$ cat config.mk
export PLATFORM = sky130hd
export DESIGN_NAME = multi_port_registers
export DESIGN_NICKNAME = d
export VERILOG_FILES = /design/src/rtl/shader_regs_pkg.sv /design/src/rtl/register_bank_1r1w.sv /design/src/rtl/multi_port_registers.sv
export SDC_FILE = /design/constraint.sdc
export NUM_CORES = 2
export LEC_CHECK = 0
export CORE_MARGIN = 2
export CORE_UTILIZATION = 63
export DETAILED_ROUTE_END_ITERATION = 12
export PLACE_DENSITY = 0.81
export SLEW_MARGIN = 15
export SYNTH_ARGS = -nofsm -noshare
export SYNTH_HDL_FRONTEND = slang
export SYNTH_SLANG_ARGS = --single-unit
$ cat constraint.sdc
create_clock -name clock -period 4.8 [get_ports clock]
set_clock_uncertainty 0.05 [all_clocks]
set_input_delay 1.2 -clock clock [delete_from_list [all_inputs] [get_ports clock]]
set_output_delay 1.2 -clock clock [all_outputs]
set_load 0.01 [all_outputs]
$ cat src/rtl/shader_regs_pkg.sv
// Shared types and helpers for the shader-core register file.
package shader_regs_pkg;
  typedef enum logic {CLEAR, READY} reg_state_t;

  function automatic int depth_of(input int aw);
    return 1 << aw;
  endfunction

  function automatic int slice_lo(input int port, input int width);
    return port * width;
  endfunction
endpackage

$ cat src/rtl/register_bank_1r1w.sv
// One storage copy per read port: single write, registered single read.
module register_bank_1r1w #(
  parameter int WW = 32,
  parameter int AW = 5
) (
  input  logic          clock,
  input  logic          we_i,
  input  logic [AW-1:0] waddr_i,
  input  logic [WW-1:0] wdata_i,
  input  logic [AW-1:0] raddr_i,
  output logic [WW-1:0] rdata_o
);
  logic [WW-1:0] mem_q [2**AW];
  logic [WW-1:0] rdata_q;

  // Old data on a same-address write; the top bypasses it.
  always_ff @(posedge clock) begin
    if (we_i) mem_q[waddr_i] <= wdata_i;
    rdata_q <= mem_q[raddr_i];
  end

  assign rdata_o = rdata_q;
endmodule

$ cat src/rtl/multi_port_registers.sv
// Multi-read register file with write bypass, zero register, pending
// scoreboard and a self-clearing init sequencer.
module multi_port_registers
  import shader_regs_pkg::*;
#(
  parameter int WORD_WIDTH    = 32,
  parameter int ADDRESS_WIDTH = 5,
  parameter int NUM_READ      = 3,
  parameter int ZERO_REG      = 1
) (
  input  logic                              clock,
  input  logic                              reset_n,
  input  logic                              clear,
  output logic                              ready,
  input  logic                              write,
  input  logic [ADDRESS_WIDTH-1:0]          write_address,
  input  logic [WORD_WIDTH-1:0]             write_data,
  input  logic                              reserve,
  input  logic [ADDRESS_WIDTH-1:0]          reserve_address,
  input  logic [NUM_READ*ADDRESS_WIDTH-1:0] read_address,
  output logic [NUM_READ*WORD_WIDTH-1:0]    read_data,
  output logic [NUM_READ-1:0]               read_pending
);
  localparam int  AW    = ADDRESS_WIDTH;
  localparam int  WW    = WORD_WIDTH;
  localparam int  DEPTH = depth_of(AW);
  localparam bit  ZR    = (ZERO_REG != 0);

  reg_state_t                   state_q;
  logic [AW-1:0]                cnt_q;
  logic                         ready_q;
  logic [DEPTH-1:0]             pend_q, pend_d;
  logic                         live, wr_ok, rsv_ok, bank_we;
  logic [AW-1:0]                bank_waddr;
  logic [WW-1:0]                bank_wdata, wdata_q;
  logic [NUM_READ-1:0]          vld_q, byp_q, zero_q, rpend_q;
  logic [NUM_READ-1:0][AW-1:0]  raddr;
  logic [NUM_READ-1:0][WW-1:0]  bank_rdata;

  assign live   = (state_q == READY) && !clear;
  assign wr_ok  = live && write   && !(ZR && write_address   == '0);
  assign rsv_ok = live && reserve && !(ZR && reserve_address == '0);

  // Sequencer owns the banks' write port while zeroing.
  assign bank_we    = (state_q == CLEAR) || wr_ok;
  assign bank_waddr = (state_q == CLEAR) ? cnt_q : write_address;
  assign bank_wdata = (state_q == CLEAR) ? '0    : write_data;

  always_ff @(posedge clock or negedge reset_n) begin
    if (!reset_n) begin
      state_q <= CLEAR;
      cnt_q   <= '0;
      ready_q <= 1'b0;
    end else begin
      case (state_q)
        CLEAR: begin
          if (clear) cnt_q <= '0;
          else if (cnt_q == '1) begin
            state_q <= READY;
            ready_q <= 1'b1;
            cnt_q   <= '0;
          end else cnt_q <= cnt_q + AW'(1);
        end
        READY: begin
          if (clear) begin
            state_q <= CLEAR;
            ready_q <= 1'b0;
            cnt_q   <= '0;
          end
        end
        default: state_q <= CLEAR;
      endcase
    end
  end

  // Reserve is applied after write so a same-cycle new producer wins.
  always_comb begin
    pend_d = pend_q;
    if (!live) pend_d = '0;
    else begin
      if (wr_ok)  pend_d[write_address]   = 1'b0;
      if (rsv_ok) pend_d[reserve_address] = 1'b1;
    end
  end

  always_comb begin
    raddr = '0;
    for (int p = 0; p < NUM_READ; p++)
      raddr[p] = read_address[slice_lo(p, AW) +: AW];
  end

  always_ff @(posedge clock or negedge reset_n) begin
    if (!reset_n) begin
      pend_q  <= '0;
      wdata_q <= '0;
      vld_q   <= '0;
      byp_q   <= '0;
      zero_q  <= '0;
      rpend_q <= '0;
    end else begin
      pend_q  <= pend_d;
      wdata_q <= write_data;
      for (int p = 0; p < NUM_READ; p++) begin
        vld_q[p]   <= live;
        byp_q[p]   <= wr_ok && (write_address == raddr[p]);
        zero_q[p]  <= ZR && (raddr[p] == '0);
        rpend_q[p] <= live && !(ZR && raddr[p] == '0) && pend_d[raddr[p]];
      end
    end
  end

  for (genvar p = 0; p < NUM_READ; p++) begin : g_bank
    register_bank_1r1w #(.WW(WW), .AW(AW)) u_bank (
      .clock   (clock),
      .we_i    (bank_we),
      .waddr_i (bank_waddr),
      .wdata_i (bank_wdata),
      .raddr_i (raddr[p]),
      .rdata_o (bank_rdata[p])
    );
  end

  always_comb begin
    read_data = '0;
    for (int p = 0; p < NUM_READ; p++)
      if (vld_q[p] && !zero_q[p])
        read_data[slice_lo(p, WW) +: WW] = byp_q[p] ? wdata_q : bank_rdata[p];
  end

  assign read_pending = rpend_q;
  assign ready        = ready_q;
endmodule

==> metrics list <==
- Status: complete, no violations
- In this run the critical register-to-register path is launched from state_q.
* Width of the chip: 320 µm
* Clock edge transition at the registers on the reported setup and hold paths: 60 ps
- #FFs+latches synth: around 1200
* Final weighted congestion of routability-driven global placement: 0.909
- STA puts the critical path data required time at between 3000 and 4000 ps.
- The repair_antennas step left the layout with diodes totalling 0.
* Final count of negative-setup-slack endpoints: 0
- Number of buffers inserted by post-CTS setup repair: 0
- Number of gates resized after CTS: 0
- Measured against its own limit, the worst slew margin works out to 0.220.
- Worst slack on hold paths: ~420 ps
* Reported leakage power: ~24 nW
- Yosys mapped the design onto 78 distinct sky130hd cell types.
- Clock buffers created by TritonCTS: 131
- Final net count: 3423
* Number of global-route vias before repair: 39896
- MaxCap Viol Count: 0
* Worst setup path startpoint: zero_q[1]
- In the final routed layout, each cell accounts on average for 41.8 µm.
- Initial antenna violation count: 5
- The worst setup path is launched from a flip-flop.
- The floorplan step defined a core boundary enclosing 99600 µm².
- CP peak stage delay: 600 ps
* Class of the most critical setup path: reg -> out
- CP cell instances: nand2b_2 > buf_4 > nor2_1 > clkdlybuf4s50_1
* Count of hold-fix buffers inserted at cts: 0
- Avg Synthesized Cell Area: 19.8 µm²
* Max Clk Rate: 236 MHz
* Arrival time of data at the critical path endpoint: between 2000 and 3000 ps
- Transition time at the pin with the least slew margin: 1170 ps
* Final period utilization: 0.883
- Capturing element type of the critical path: primary output
* RSZ-0062 raised after global routing: no
* Height of the die: 320 µm
- The count of buffers added on input and output ports is about 160.
* Post-Syn Nets: 3247
* Global router's overall resource usage: 0.399
- Crit-path slowest cell: sky130_fd_sc_hd__clkdlybuf4s50_1
- The max-slew violation total from the final report is 0.
- For the worst-skew pair, the clock arrives at the later sink with an insertion delay of 750 ps.
* Number of buffers between clock root and the deepest sink: 3
- Fin crit period: 4240 ps
- Along the worst path, the maximum fanout reaches 18.
* Total wirelength of the detailed-routed design: a little under 200000 µm
- Power spread over the standard cell area amounts to ~340 nW/µm².
- For this run the aggregate overflow at the end of global routing stands at 0.
* Placement Rows: 116
- TritonCTS clock tree: done
* Synth warnings: 0
- Sequential element share of the synthesized area: 0.551
- Effective utilization at floorplan: 0.633
- Synth Flop Type: sky130_fd_sc_hd__edfxtp_1
* First-pass iteration count of the detailed router: 5
- The detail route stage leaves a number of antenna-violating nets equal to 0.
* CTS H-tree lvls: 4
- IR analysis of the VDD net gives a maximum drop of 344 µV.
- Adding up every negative setup slack in the final design gives 0 ps.
- Number of enable-type register cells in the synthesized netlist: 1024
* Worst hold path class: in -> async
- First-pass GRT wire length: 289000 µm
* Proportion of layout cells with a drive suffix above 1: 0.438
- Maximum number of pins on one net before global-route repair: 100
- Number of hold-slack violations in the final timing report: 0
* Area of the die: 103000 µm²
- Violation count after the first detailed-route iteration: ~6400
- After detailed routing, the number of remaining DRC violations is 0.
- The library cell used most frequently in the layout, excluding fill and tap cells, is sky130_fd_sc_hd__edfxtp_1.
- After synthesis the cells add up to 63000 µm².
* Drt via density: 8.14
* Post-Synthesis Cells: about 3200
- Once detailed placement completed, the half-perimeter wirelength came to 117000 µm.
- Highest-count cells in the layout ignoring fill and taps: 1024 x sky130_fd_sc_hd__edfxtp_1, 963 x sky130_fd_sc_hd__mux4_2, 145 x sky130_fd_sc_hd__clkdlybuf4s50_1
- IO Pins: 162
- CTS placed an instance of sky130_fd_sc_hd__clkbuf_16 at the clock tree root.
* Synth-to-Final Area Change: 13.9%
- Sinks on Clock Net: 1201
- Total vias in the final route: 38786
- In the synthesized netlist the async set-or-reset flop fraction comes to 0.0674.
metrics by stage:
stage	instance area (µm²)	utilization	power, W	setup WS, ps	instances
detailed placement	67300	0.676	0.0141	401	4523
floorplan	63000	-	0.0133	542	3183
CTS	71800	0.721	0.0244	564	4762
global placement	67300	0.676	0.0140	449	4523
global route	71800	0.721	0.0249	523	4763
finish	71800	0.721	0.0244	559	4763
worst max-delay path, delay by kind of cell (launching register included):
family,cells,cell delay [ps]
flops,1,360
buf+inv,2,1070
simple gates,2,790
final cells by class:
class / instances / area [µm²]
sequential: 1201 / 34700
fill: 5621 / 27800
multi-input combinational: 1672 / 27100
timing repair buffer: 336 / 3870
clock buffer: 163 / 3620
tap: 1298 / 1620
clock inverter: 76 / 853
inverter: 17 / 63.8
path summary, 6_finish.rpt:
path,end,cells past startpoint,slack [ps]
max in group asynchronous,wdata_q[14],2,3710
worst max-delay path,read_data[39],4,560
worst max register to register,read_pending[0],8,1680
worst min register to register,pend_q[0],2,430
min in group clock,pend_q[0],2,430
worst min-delay path,pend_q[26],2,420
where the power goes:
group	internal [W]	total (W)	leakage, nW	switching (W)
registers	0.0114	0.0115	11.9	0.000123
logic	0.00119	0.00241	9.62	0.00122
clock network	0.00615	0.0105	2.17	0.00435
layer usage:
layer  track usage  up-vias  part of all wire
met5             0        -           0.00013
met4         0.190        4             0.055
met3         0.113      690              0.14
met2         0.614     3600              0.48
met1         0.537    20199              0.32
li1              -    14293                 -
logic make-up after synthesis:
| group | share of synthesized area |
|---|---|
| compound gates | 0.0141 |
| xor+xnor | 0.00236 |
| fa+ha+maj | 0.000397 |
| buf+inv | 0.0242 |
| flops | 0.551 |
| mux | 0.380 |
| simple gates | 0.0287 |
flip-flops by register name (all words and copies together), names as in the netlist:
signal                 count
cnt_q                      5
read_pending               3
state_q                    1
zero_q                     3
vld_q                      1
g_bank.u_bank.mem_q     1024
pend_q                    32
byp_q                      3
g_bank.u_bank.rdata_o     96
ready                      1
wdata_q                   32
synth_stat cells (7+ instances only):
cell type	count	area, µm²
sky130_fd_sc_hd__edfxtp_1	1024	30700
sky130_fd_sc_hd__mux4_2	963	21700
sky130_fd_sc_hd__nor2_1	163	612
sky130_fd_sc_hd__clkbuf_1	147	552
sky130_fd_sc_hd__mux2i_1	104	1040
sky130_fd_sc_hd__mux2_2	101	1140
sky130_fd_sc_hd__dfxtp_1	96	1920
sky130_fd_sc_hd__dfrtp_1	81	2030
sky130_fd_sc_hd__buf_2	65	325
sky130_fd_sc_hd__nand2_1	41	154
sky130_fd_sc_hd__and2_1	36	225
sky130_fd_sc_hd__buf_1	30	113
sky130_fd_sc_hd__buf_4	27	203
sky130_fd_sc_hd__buf_6	24	270
sky130_fd_sc_hd__nor3_1	23	115
sky130_fd_sc_hd__nand3_1	20	100
sky130_fd_sc_hd__inv_1	16	60.1
sky130_fd_sc_hd__a21oi_1	15	75.1
sky130_fd_sc_hd__nand2b_1	15	93.8
sky130_fd_sc_hd__o21ai_0	15	75.1
sky130_fd_sc_hd__nand3b_1	11	82.6
sky130_fd_sc_hd__o211ai_1	11	82.6
sky130_fd_sc_hd__o31ai_1	10	75.1
sky130_fd_sc_hd__xnor2_1	9	78.8
sky130_fd_sc_hd__nor4_1	8	50.1
sky130_fd_sc_hd__xor2_1	8	70.1
sky130_fd_sc_hd__o21a_1	7	52.6
(Power assumes the default switching activity.)
